$ cat config.mk
export PLATFORM = sky130hd
export DESIGN_NAME = mac_readout
export DESIGN_NICKNAME = d
export VERILOG_FILES = /design/src/rtl/mac_readout.sv
export SDC_FILE = /design/constraint.sdc
export NUM_CORES = 1
export LEC_CHECK = 0
export ABC_AREA = 1
export CAP_MARGIN = 40
export CORE_MARGIN = 2
export CORE_UTILIZATION = 25
export CTS_BUF_LIST = sky130_fd_sc_hd__clkbuf_8 sky130_fd_sc_hd__clkbuf_16
export CTS_CLUSTER_DIAMETER = 150
export CTS_CLUSTER_SIZE = 14
export DETAILED_ROUTE_END_ITERATION = 7
export PLACE_DENSITY = 0.54
export SYNTH_ARGS = -nofsm -noshare
export SYNTH_HDL_FRONTEND = slang
export SYNTH_SLANG_ARGS = --single-unit
export TNS_END_PERCENT = 50
$ cat constraint.sdc
create_clock -name clk -period 2.1 [get_ports clk]
set_clock_uncertainty 0.2 [all_clocks]
set_input_delay 0.63 -clock clk [delete_from_list [all_inputs] [get_ports clk]]
set_output_delay 0.63 -clock clk [all_outputs]
set_load 0.02 [all_outputs]
$ cat src/rtl/mac_readout.sv
`default_nettype none
// ============================================================================
// Module   : mac_readout
// Purpose  : Output-side controller for the MAC wrapper. Paces operand
//            windows, pulses accu_rst on the first operand of each window,
//            captures z once the window's last product has landed and
//            streams the captured results out through a small FWFT FIFO.
// Options  : MAC_READOUT_RELU_EN - negative captures are stored as zero.
// Revision : 1.0 - initial release
// ============================================================================
module mac_readout #(
    parameter int Z_WIDTH    = 20,
    parameter int ACC_LEN    = 16,
    parameter int MAC_LAT    = 2,
    parameter int FIFO_DEPTH = 4
) (
    input  logic               clk,
    input  logic               rst_n,
    input  logic               start,
    input  logic [15:0]        num_out,
    input  logic               in_valid,
    output logic               in_ready,
    output logic               accu_rst,
    input  logic [Z_WIDTH-1:0] z,
    output logic               out_valid,
    input  logic               out_ready,
    output logic [Z_WIDTH-1:0] out_data,
    output logic               busy,
    output logic               done,
    output logic               overflow
);

    localparam int              c_ew        = (ACC_LEN > 1) ? $clog2(ACC_LEN) : 1;
    localparam int              c_pw        = $clog2(FIFO_DEPTH);
    localparam logic [c_ew-1:0] c_elem_last = c_ew'(ACC_LEN - 1);
    localparam logic [c_pw:0]   c_fifo_full = (c_pw + 1)'(FIFO_DEPTH);

    typedef enum logic [1:0] {
        S_IDLE  = 2'd0,
        S_RUN   = 2'd1,
        S_DRAIN = 2'd2,
        S_DONE  = 2'd3
    } state_t;

    state_t             r_state;
    state_t             w_state_nxt;

    logic [15:0]        r_num;
    logic [15:0]        r_win_cnt;
    logic [c_ew-1:0]    r_elem_cnt;
    logic [MAC_LAT-1:0] r_dl;
    logic [Z_WIDTH-1:0] r_mem [FIFO_DEPTH];
    logic [c_pw-1:0]    r_wr_ptr;
    logic [c_pw-1:0]    r_rd_ptr;
    logic [c_pw:0]      r_count;
    logic               r_overflow;

    logic               w_accept;
    logic               w_win_last;
    logic               w_run_last;
    logic               w_start_ok;
    logic               w_cap;
    logic               w_full;
    logic               w_push;
    logic               w_pop;
    logic               w_drop;
    logic               w_dl_empty;
    logic [Z_WIDTH-1:0] w_cap_data;

    assign w_accept   = (r_state == S_RUN) & in_valid;
    assign w_win_last = w_accept & (r_elem_cnt == c_elem_last);
    assign w_run_last = w_win_last & (r_win_cnt == (r_num - 16'd1));
    assign w_start_ok = (r_state == S_IDLE) & start;
    // A token leaving the last stage means z now includes the window's last product
    assign w_cap      = r_dl[MAC_LAT-1];
    assign w_dl_empty = ~|r_dl;
    assign w_full     = (r_count == c_fifo_full);
    assign w_pop      = out_valid & out_ready;
    // A pop in the same cycle frees the slot, so a full FIFO can still accept
    assign w_push     = w_cap & (~w_full | w_pop);
    assign w_drop     = w_cap & w_full & ~w_pop;

`ifdef MAC_READOUT_RELU_EN
    assign w_cap_data = z[Z_WIDTH-1] ? '0 : z;
`else
    assign w_cap_data = z;
`endif

    assign accu_rst  = w_accept & (r_elem_cnt == '0);
    assign out_valid = (r_count != '0);
    assign out_data  = r_mem[r_rd_ptr];
    assign overflow  = r_overflow;

    // Run length latch plus element/window counters over accepted operands
    always_ff @(posedge clk or negedge rst_n) begin
        if (!rst_n) begin
            r_num      <= '0;
            r_win_cnt  <= '0;
            r_elem_cnt <= '0;
        end else if (w_start_ok) begin
            r_num      <= num_out;
            r_win_cnt  <= '0;
            r_elem_cnt <= '0;
        end else if (w_accept) begin
            if (w_win_last) begin
                r_elem_cnt <= '0;
                r_win_cnt  <= r_win_cnt + 16'd1;
            end else begin
                r_elem_cnt <= r_elem_cnt + c_ew'(1);
            end
        end
    end

    // Window-closing tokens travel alongside the MAC pipeline
    generate
        if (MAC_LAT == 1) begin : g_dl_single
            always_ff @(posedge clk or negedge rst_n) begin
                if (!rst_n) r_dl <= '0;
                else        r_dl <= w_win_last;
            end
        end else begin : g_dl_multi
            always_ff @(posedge clk or negedge rst_n) begin
                if (!rst_n) r_dl <= '0;
                else        r_dl <= {r_dl[MAC_LAT-2:0], w_win_last};
            end
        end
    endgenerate

    // Sticky drop flag, cleared when a new run is accepted
    always_ff @(posedge clk or negedge rst_n) begin
        if (!rst_n)          r_overflow <= 1'b0;
        else if (w_start_ok) r_overflow <= 1'b0;
        else if (w_drop)     r_overflow <= 1'b1;
    end

    // Result FIFO storage, pointers and occupancy
    always_ff @(posedge clk or negedge rst_n) begin
        if (!rst_n) begin
            r_wr_ptr <= '0;
            r_rd_ptr <= '0;
            r_count  <= '0;
            for (int i = 0; i < FIFO_DEPTH; i++) r_mem[i] <= '0;
        end else begin
            if (w_push) begin
                r_mem[r_wr_ptr] <= w_cap_data;
                r_wr_ptr        <= r_wr_ptr + c_pw'(1);
            end
            if (w_pop) r_rd_ptr <= r_rd_ptr + c_pw'(1);
            case ({w_push, w_pop})
                2'b10:   r_count <= r_count + (c_pw + 1)'(1);
                2'b01:   r_count <= r_count - (c_pw + 1)'(1);
                default: r_count <= r_count;
            endcase
        end
    end

    // Control state register
    always_ff @(posedge clk or negedge rst_n) begin
        if (!rst_n) r_state <= S_IDLE;
        else        r_state <= w_state_nxt;
    end

    // Next-state and state-decoded outputs
    always_comb begin
        w_state_nxt = r_state;
        in_ready    = 1'b0;
        busy        = 1'b0;
        done        = 1'b0;
        case (r_state)
            S_IDLE: begin
                if (start) w_state_nxt = (num_out != 16'd0) ? S_RUN : S_DONE;
            end
            S_RUN: begin
                in_ready = 1'b1;
                busy     = 1'b1;
                if (w_run_last) w_state_nxt = S_DRAIN;
            end
            S_DRAIN: begin
                busy = 1'b1;
                if (w_dl_empty && (r_count == '0)) w_state_nxt = S_DONE;
            end
            S_DONE: begin
                done        = 1'b1;
                w_state_nxt = S_IDLE;
            end
            default: w_state_nxt = S_IDLE;
        endcase
    end

endmodule
`default_nettype wire

==> flow_summary.json, run 1 <==
{
  "outcome": "complete, but fails checks",
  "violations": "negative setup slack",
  "critical-path-top-delay-family": "flip-flops",
  "antenna_found_initial": 0,
  "crit_type": "reg -> out",
  "drc": 0,
  "cp-start-kind": "flop",
  "r2r_start": "r_state[1]$_DFFE_PN0P_",
  "via_per_inst": 4.46,
  "synth_edf_count": 0,
  "cap_viol_max_count": 0,
  "met1_usage_pct": 15.6,
  "synth_xor_area_share_pct": 1.87,
  "crit_path_end_kind": "output pin",
  "use_met2_pct": 20.6,
  "ys_types": 42,
  "vdd_drop_max_v": 0.000665,
  "worstPathArrival_ps": 1610,
  "synth_compound_area_share_pct": 9.45,
  "rsz0062_at_grt": "true",
  "ant_nets": 0,
  "cts_htree_levels": 4,
  "ys_async_sr_fraction_pct": 100,
  "rows": 59,
  "cts_root_buffer": "clkbuf_16",
  "max_slew_margin_pct": 72.9,
  "synth_area_sq_um": 6570,
  "finalHoldViolations": 0,
  "place_congestion": 0.774,
  "min-delay-start": "r_dl[0]$_DFF_PN0_",
  "cts_tree": "yes",
  "io_pins": 67,
  "min_period_ps": 2440,
  "grt_pass1_wl_mm": 27.2,
  "drive_gt1_share_pct": 37.5,
  "synth-seq-cells": 128,
  "p_leak_nw": 4.53,
  "fmax_mhz": 410,
  "dp_hpwl_mm": 10.7,
  "wl_per_cell_microns": 14.5,
  "gr-total-overflow": 0,
  "tightest_slew_ps": 406,
  "synth_top_family_by_area": "simple AND/OR/NAND/NOR gates",
  "clkSinkCount": 128,
  "numPortBuffers": 66,
  "drt_first_pass_iters": 4,
  "nNetsFinal": 897,
  "use_met3_pct": 3.12,
  "path_buf_inv": 3,
  "track_usage_pct": 12.3,
  "slowest_stage": "dfrtp_2",
  "drt-initial-drc-count": 263,
  "cts_max_path_buffers": 2,
  "syn_nets": 755,
  "path_clk_slew_ps": 60,
  "grt_pass1_vias": 5359,
  "num_antenna_cells": 0,
  "vias": 5306,
  "utilization_pct": 36.6,
  "postSynthAreaPerCell_sq_um": 9.40,
  "wl_mm": 17.3,
  "power_density_nw_per_um2": 1230,
  "die-area_sq_um": 27600,
  "crit_chain": "inv_8, clkbuf_16, nor2_1, o22ai_2, buf_6",
  "setup_viol": 23,
  "muxShareOfSynthArea_pct": 13.7,
  "synthFlopType": "dfrtp_1",
  "die_h_microns": 166,
  "slowest_delay_ps": 480,
  "crit_path_max_fanout": 8,
  "busiest_layer": "met2",
  "maxSlewViolCount": 0,
  "cts_buffers": 17,
  "synthCells": 699,
  "initial_core_util_pct": 25.3,
  "clk_latency_ps": 420,
  "ys_warn_count": 0,
  "grt_max_degree": 39,
  "core_sq_um": 25900,
  "power_mw": 11.7,
  "multi_input_comb_area_sq_um": 3380,
  "critPathLaunch": "r_rd_ptr[0]$_DFFE_PN0P_",
  "layout_worst_path_cycle_share_pct": 116,
  "setup_ws_ps": -341,
  "synthSimpleGateAreaFrac_pct": 17.4,
  "worstPathRequired_ps": 1270,
  "hold_class": "reg -> reg",
  "yosys.area_share.adder_pct": 2.97,
  "ff_latch_area_sq_um": 3210,
  "yosysSeqAreaShare_pct": 48.8,
  "fill_cells": 2603,
  "hold_slack_ps": 188,
  "area_delta_synth_final_pct": 44.2,
  "fp.dieW_microns": 166
}
[flip-flops by register name, indices dropped and copies added (netlist names)]
register	flops
overflow	1
r_count	3
r_dl	2
r_elem_cnt	4
r_mem	80
r_num	16
r_rd_ptr	2
r_state	2
r_win_cnt	16
r_wr_ptr	2
[layout by cell type, fill, tap and decap left out, types with 3 or more instances in the layout]
| master | count |
|---|---|
| a21oi_1 | 10 |
| buf_12 | 11 |
| buf_16 | 3 |
| buf_4 | 63 |
| buf_6 | 22 |
| bufinv_16 | 3 |
| clkbuf_16 | 22 |
| clkdlybuf4s50_1 | 37 |
| clkinv_4 | 4 |
| dfrtp_1 | 123 |
| dfrtp_2 | 5 |
| ha_1 | 9 |
| ha_4 | 5 |
| inv_1 | 61 |
| inv_2 | 6 |
| inv_6 | 4 |
| mux2_1 | 5 |
| mux2_2 | 75 |
| nand2_1 | 99 |
| nand2_2 | 7 |
| nand2_4 | 5 |
| nand3_1 | 24 |
| nand3_2 | 3 |
| nand3_4 | 3 |
| nand3b_1 | 3 |
| nand4_1 | 7 |
| nor2_1 | 52 |
| nor2_2 | 28 |
| nor2_4 | 11 |
| nor3_1 | 3 |
| o21ai_0 | 38 |
| o21ai_1 | 25 |
| o21ai_2 | 10 |
| o22ai_1 | 9 |
| o22ai_2 | 11 |
| or2_2 | 4 |
| xnor2_1 | 5 |
| xor2_1 | 9 |
[metrics by stage]
step	instances	TNS (ps)	setup WS [ps]	cell area (sq um)
floorplan	699	-80.4	-80.4	6600
global placement	1140	-42530	-604	8170
detailed placement	1140	-44010	-574	8170
CTS	1176	-6750	-364	8890
global route	1189	-8520	-397	9470
finish	1189	-6330	-341	9470
[layout make-up]
type,instances,area share (%)
multi-input combinational,478,35.6
sequential,128,33.9
timing repair buffer,147,16.8
clock buffer,17,4.49
tap,335,4.43
inverter,69,2.84
clock inverter,15,1.94
[metal layers]
layer | routed length, microns | up-vias
li1 | - | 2625
met5 | 0 | -
met3 | 652 | 22
met2 | 8490 | 94
met1 | 7920 | 2565
met4 | 233 | 0
[timing repair]
action                                  in CTS  in global routing
hold buffers                                 1                  0
resized for setup                          165                123
pin swaps                                   10                 43
buffers inserted                             0                  7
endpoints found under the setup margin      31                 86
gates cloned                                 3                  7
hold endpoints to repair                    21                  0
[where the power goes]
| group | switching, mW | internal (mW) |
|---|---|---|
| registers | 0.292 | 2.72 |
| clock network | 1.20 | 1.88 |
| logic | 2.95 | 2.63 |
[path summary, 6_finish.rpt]
kind / to / slack (ps) / cells past startpoint
max in group asynchronous: r_win_cnt[9]$_DFFE_PN0P_ / 650 / 3
min in group asynchronous: r_mem[8]$_DFFE_PN0P_ / 470 / 2
max: out_data[1] / -340 / 5
max reg2reg: r_win_cnt[15]$_DFFE_PN0P_ / 30 / 14
min reg2reg: r_dl[1]$_DFF_PN0_ / 190 / 0
min: r_dl[1]$_DFF_PN0_ / 190 / 0
[synth_stat cells (all sizes together), types with 2 or more instances]
| master | instances | share of area (%) |
|---|---|---|
| a211oi | 2 | 0.23 |
| a21oi | 12 | 0.91 |
| buf | 9 | 1.0 |
| clkbuf | 15 | 0.86 |
| dfrtp | 128 | 49 |
| ha | 14 | 2.7 |
| inv | 68 | 3.9 |
| mux2 | 80 | 14 |
| nand2 | 111 | 6.6 |
| nand3 | 30 | 2.7 |
| nand3b | 3 | 0.34 |
| nand4 | 7 | 0.67 |
| nor2 | 92 | 6.0 |
| nor3 | 4 | 0.30 |
| o21ai | 73 | 5.6 |
| o21bai | 2 | 0.29 |
| o22ai | 21 | 2.0 |
| or2 | 4 | 0.38 |
| xnor2 | 5 | 0.67 |
| xor2 | 9 | 1.2 |
[cell families after synthesis]
family,Yosys count
and+or+nand+nor,255
buffers and inverters,93
DFF,128
adders and majority gates,15
muxes,80
AOI/OAI and AO/OA,114
xor gates and xnor gates,14
Power figures use the tool's default switching activity.
==> run 2: changes to the inputs <==
--- a/config.mk
+++ b/config.mk
@@ -7,13 +7,14 @@
 export LEC_CHECK = 0
 export ABC_AREA = 1
 export CAP_MARGIN = 40
-export CORE_MARGIN = 2
-export CORE_UTILIZATION = 25
+export CELL_PAD_IN_SITES_DETAIL_PLACEMENT = 1
+export CELL_PAD_IN_SITES_GLOBAL_PLACEMENT = 2
+export CORE_UTILIZATION = 32
 export CTS_BUF_LIST = sky130_fd_sc_hd__clkbuf_8 sky130_fd_sc_hd__clkbuf_16
 export CTS_CLUSTER_DIAMETER = 150
 export CTS_CLUSTER_SIZE = 14
 export DETAILED_ROUTE_END_ITERATION = 7
-export PLACE_DENSITY = 0.54
+export PLACE_DENSITY = 0.86
 export SYNTH_ARGS = -nofsm -noshare
 export SYNTH_HDL_FRONTEND = slang
 export SYNTH_SLANG_ARGS = --single-unit
==> flow_summary.json, run 2 (same netlist as run 1, synthesis figures left out) <==
{
  "hold_slack_ps": 21.3,
  "drt_first_pass_iters": 5,
  "antenna_found_initial": 0,
  "critPathLaunch": "r_rd_ptr[0]$_DFFE_PN0P_",
  "cts_root_buffer": "clkbuf_16",
  "crit_path_end_kind": "output pin",
  "core_sq_um": 20200,
  "cap_viol_max_count": 0,
  "drive_gt1_share_pct": 35.0,
  "drc": 0,
  "finalHoldViolations": 0,
  "area_delta_synth_final_pct": 37.8,
  "largestRegisters": "r_mem: 80 flops, r_num: 16 flops, r_win_cnt: 16 flops",
  "setup_ws_ps": -352,
  "rsz0062_at_grt": "true",
  "cts_tree": "yes",
  "power_density_nw_per_um2": 1210,
  "fmax_mhz": 408,
  "fin_setup_tns_ps": -6330,
  "dp_hpwl_mm": 11.6,
  "fp.dieW_microns": 145,
  "min_period_ps": 2450,
  "power_mw": 11.0,
  "die-area_sq_um": 21100,
  "worstPathRequired_ps": 1270,
  "track_usage_pct": 18.0,
  "io_pins": 67,
  "path_clk_slew_ps": 60,
  "hold_class": "in -> async",
  "vias": 5420,
  "drt-initial-drc-count": 213,
  "layout_commonest_cell": "dfrtp_1",
  "largest_reg_flops": 80,
  "max_slew_margin_pct": 65.1,
  "initial_core_util_pct": 32.6,
  "rows": 52,
  "grt_pass1_wl_mm": 29.5,
  "grt_max_degree": 89,
  "maxSlewViolCount": 0,
  "clk_latency_ps": 430,
  "crit_type": "reg -> out",
  "r2r_start": "r_num[1]$_DFFE_PN0P_",
  "place_congestion": 0.772,
  "gr-total-overflow": 0,
  "outcome": "complete, but fails checks",
  "p_leak_nw": 4.40,
  "num_antenna_cells": 0,
  "wl_per_cell_microns": 16.2,
  "tightest_slew_ps": 524,
  "vdd_drop_max_v": 0.000637,
  "cts_buffers": 17,
  "clkSinkCount": 128,
  "cts_max_path_buffers": 2,
  "wl_mm": 18.2,
  "violations": "negative setup slack",
  "via_per_inst": 4.83,
  "grt_pass1_vias": 5677,
  "die_h_microns": 145,
  "cp-start-kind": "flop",
  "regMostFlops": "r_mem",
  "worstPathArrival_ps": 1620,
  "layout_common_cells": "dfrtp_1 (124), nand2_1 (99), buf_4 (79)",
  "nNetsFinal": 895,
  "layout_worst_path_cycle_share_pct": 117,
  "crit_path_max_fanout": 8,
  "cts_htree_levels": 4,
  "numPortBuffers": 66,
  "setup_viol": 26,
  "ant_nets": 0
}
## run 2: cell count changes in the layout (fill, tap and decap cells not counted), sizes merged
cell / delta
clkinvlp: +4
clkbuf: -5
dlymetal6s2s: +1
dlygate4sd3: -1
dlygate4sd2: -1
bufinv: -3
buf: +4
inv: -2
## run 2: critical path, stage by stage, from the launching register on
cell and delay, ps:
dfrtp_2 430, clkinv_4 130, buf_16 180, o21ai_4 170, o22ai_2 110, buf_4 180
## run 2: repair_timing
item                                    4_1_cts  5_1_grt
endpoints found under the setup margin       32       75
gates resized for setup                     154       95
pin swaps                                    10       34
hold buffers                                  0        0
cloned                                        2        0
setup buffers                                 1        9
## run 2: report_power, final
group          leakage, nW  switching [mW]  internal [mW]
clock                0.246            1.16           1.49
combinational         2.42            2.92           2.40
sequential            1.73           0.285           2.71
total                 4.40            4.37           6.60
## run 2: path summary, 6_finish.rpt
| kind | endpoint | slack, ps | depth (start not counted) |
|---|---|---|---|
| setup / recovery | out_data[1] | -350 | 5 |
| hold / removal | r_mem[46]$_DFFE_PN0P_ | 20 | 2 |
| setup reg to reg | r_state[1]$_DFFE_PN0P_ | -20 | 14 |
| hold reg to reg | r_dl[1]$_DFF_PN0_ | 200 | 0 |
| max in group asynchronous | r_num[6]$_DFFE_PN0P_ | 1220 | 2 |
| min in group clk | r_dl[1]$_DFF_PN0_ | 200 | 0 |
## run 2: per-stage QoR
stage	util (%)	std cells	cell area [sq um]	setup WS (ps)
2_1_floorplan	-	699	6600	-80.4
3_3_place_gp	40.0	1078	8070	-593
3_5_place_dp	40.0	1078	8070	-598
4_1_cts	43.0	1112	8680	-357
5_1_grt	44.9	1121	9050	-437
6_report	44.9	1121	9050	-352
## run 2: routing by layer
layer / part of all wire (%) / wire [microns] / track usage (%)
met2: 51 / 9360 / 31.3
met1: 43 / 7840 / 21.5
met3: 3.4 / 624 / 4.65
met5: 0 / 0 / 0
met4: 2.0 / 370 / 6.05
## run 2: area by class of cell
type                            count  area [sq um]
Clock buffer                       17           425
Clock inverter                     14          97.6
Fill cell                        2290         11100
Inverter                           69           264
Multi-Input combinational cell    478          3320
Sequential cell                   128          3210
Tap cell                          270           338
Timing Repair Buffer              145          1400
==> run 3: changes to the inputs <==
--- a/config.mk
+++ b/config.mk
@@ -9,6 +9,7 @@
 export CAP_MARGIN = 40
 export CELL_PAD_IN_SITES_DETAIL_PLACEMENT = 1
 export CELL_PAD_IN_SITES_GLOBAL_PLACEMENT = 2
+export CORE_ASPECT_RATIO = 1.25
 export CORE_UTILIZATION = 32
 export CTS_BUF_LIST = sky130_fd_sc_hd__clkbuf_8 sky130_fd_sc_hd__clkbuf_16
 export CTS_CLUSTER_DIAMETER = 150
==> flow_summary.json, run 3 (same netlist as run 1, synthesis figures left out) <==
{
  "cts_max_path_buffers": 2,
  "clkSinkCount": 128,
  "max_slew_margin_pct": 75.0,
  "critical-path-top-delay-family": "flip-flops",
  "fp.dieW_microns": 130,
  "p_leak_nw": 4.65,
  "grt_pass1_wl_mm": 31.0,
  "ff_latch_area_sq_um": 3210,
  "finalHoldViolations": 0,
  "layout_worst_path_cycle_share_pct": 122,
  "multi_input_comb_area_sq_um": 3540,
  "die_h_microns": 162,
  "power_density_nw_per_um2": 1260,
  "maxSlewViolCount": 0,
  "cts_root_buffer": "clkbuf_16",
  "grt_max_degree": 48,
  "worstPathRequired_ps": 1270,
  "ant_nets": 0,
  "die-area_sq_um": 21100,
  "wl_per_cell_microns": 18.6,
  "tightest_slew_ps": 371,
  "switching_share_pct": 40.6,
  "violations": "negative setup slack",
  "drive_gt1_share_pct": 39.4,
  "p_int_mw": 7.22,
  "clk_latency_ps": 430,
  "via_per_inst": 4.94,
  "place_area_sq_um": 8150,
  "dp_cells": 1086,
  "path_buf_inv": 3,
  "combPwrFrac_pct": 51.6,
  "place_congestion": 0.769,
  "gr-total-overflow": 0,
  "dp_hpwl_mm": 12.4,
  "rsz0062_at_grt": "true",
  "vdd_drop_max_v": 0.000707,
  "cap_viol_max_count": 0,
  "vias": 5640,
  "min_period_ps": 2560,
  "postLayoutCellArea_sq_um": 9680,
  "crit_type": "reg -> out",
  "cts_tree": "yes",
  "crit_chain": "inv_8, buf_12, o21ai_0, o22ai_2, buf_4",
  "setup_ws_ps": -461,
  "io_pins": 67,
  "drc": 0,
  "crit_path_end_kind": "output pin",
  "power_frac_seq_pct": 24.6,
  "num_antenna_cells": 0,
  "numPortBuffers": 66,
  "hold_slack_ps": 178,
  "fill_cells": 2223,
  "crit_path_max_fanout": 9,
  "slowest_stage": "dfrtp_2",
  "largestRegisters": "r_mem: 80 flops, r_num: 16 flops, r_win_cnt: 16 flops",
  "path_clk_slew_ps": 70,
  "netSwitchingPower_mw": 4.94,
  "nNetsFinal": 915,
  "area_delta_synth_final_pct": 47.4,
  "cts_buffers": 17,
  "layout_commonest_cell": "dfrtp_1",
  "slowest_delay_ps": 450,
  "outcome": "complete, but fails checks",
  "regMostFlops": "r_mem",
  "track_usage_pct": 19.3,
  "initial_core_util_pct": 32.7,
  "worstPathArrival_ps": 1730,
  "grt_pass1_vias": 6005,
  "largest_reg_flops": 80,
  "rrSetupSlack_ps": -40,
  "pwr-share-clk_pct": 23.8,
  "core_sq_um": 20100,
  "power_mw": 12.2,
  "fmax_mhz": 391,
  "antenna_found_initial": 0,
  "layout_common_cells": "dfrtp_1 (125), nand2_1 (101), buf_4 (77)",
  "hold_class": "reg -> reg",
  "rows": 58,
  "setup_viol": 28,
  "wl_mm": 21.3,
  "drt-initial-drc-count": 205,
  "fin_setup_tns_ps": -7490,
  "final_cells": 1142,
  "drt_first_pass_iters": 4,
  "cts_htree_levels": 4,
  "cp-start-kind": "flop"
}
## run 3: cell count changes in the layout (fill, tap and decap cells not counted), sizes merged
cell         previous run  this run
clkbuf                 17        23
clkinv                  6         3
buf                   105       118
dlygate4sd3             0         1
inv                    71        78
clkinvlp                6         3
## run 3: worst register-to-register path, delay by kind of cell (launching register included)
kind	cells	cell delay, ps
compound gates	1	220
fa+ha+maj	1	200
buf+inv	2	220
flops	1	390
simple gates	10	800
## run 3: layout make-up
type,count,share of cell area [%]
Multi-Input combinational cell,478,36.5
Tap cell,270,3.49
Clock inverter,15,1.50
Timing Repair Buffer,165,18.2
Sequential cell,128,33.1
Clock buffer,17,4.40
Inverter,69,2.78
## run 3: through the flow
stage               setup slack [ps]  util [%]
floorplan                      -80.4         -
global placement                -596      40.6
detailed placement              -585      40.6
CTS                             -372      44.8
global route                    -524      48.2
finish                          -461      48.2
## run 3: metal layers
metal	vias to the layer above	routed length, microns	share of wire, %	global-route usage, %
li1	2645	-	-	-
met1	2819	8260	39	21.7
met2	128	11800	55	36.1
met3	48	694	3.3	3.52
met4	0	577	2.7	6.08
met5	-	0	0	0
## run 3: final timing paths
| check | startpoint | to | cells after the start |
|---|---|---|---|
| worst max-delay path | r_rd_ptr[0]$_DFFE_PN0P_ | out_data[5] | 5 |
| worst min-delay path | r_dl[0]$_DFF_PN0_ | r_dl[1]$_DFF_PN0_ | 0 |
| worst max register to register | r_num[1]$_DFFE_PN0P_ | r_state[0]$_DFFE_PN0P_ | 14 |
| worst min register to register | r_dl[0]$_DFF_PN0_ | r_dl[1]$_DFF_PN0_ | 0 |
| max in group asynchronous | rst_n | r_rd_ptr[0]$_DFFE_PN0P_ | 3 |
| min in group asynchronous | rst_n | r_mem[41]$_DFFE_PN0P_ | 2 |
## run 3: what timing repair did
action | in CTS | in global routing
endpoints found under the setup margin | 33 | 90
pin swaps | 21 | 41
endpoints found under the hold margin | 18 | 0
setup buffers | 3 | 11
resized for setup | 202 | 127
gates cloned | 4 | 6
hold buffers | 1 | 0
## run 3: power by group through the flow
stage	Combinational (mW)	Sequential, mW	Clock [mW]
CTS	5.25	2.97	2.93
global route	6.80	3.04	3.07
detailed placement	4.57	2.99	0
finish	6.27	2.99	2.90
floorplan	2.45	2.95	0
global placement	4.46	2.98	0
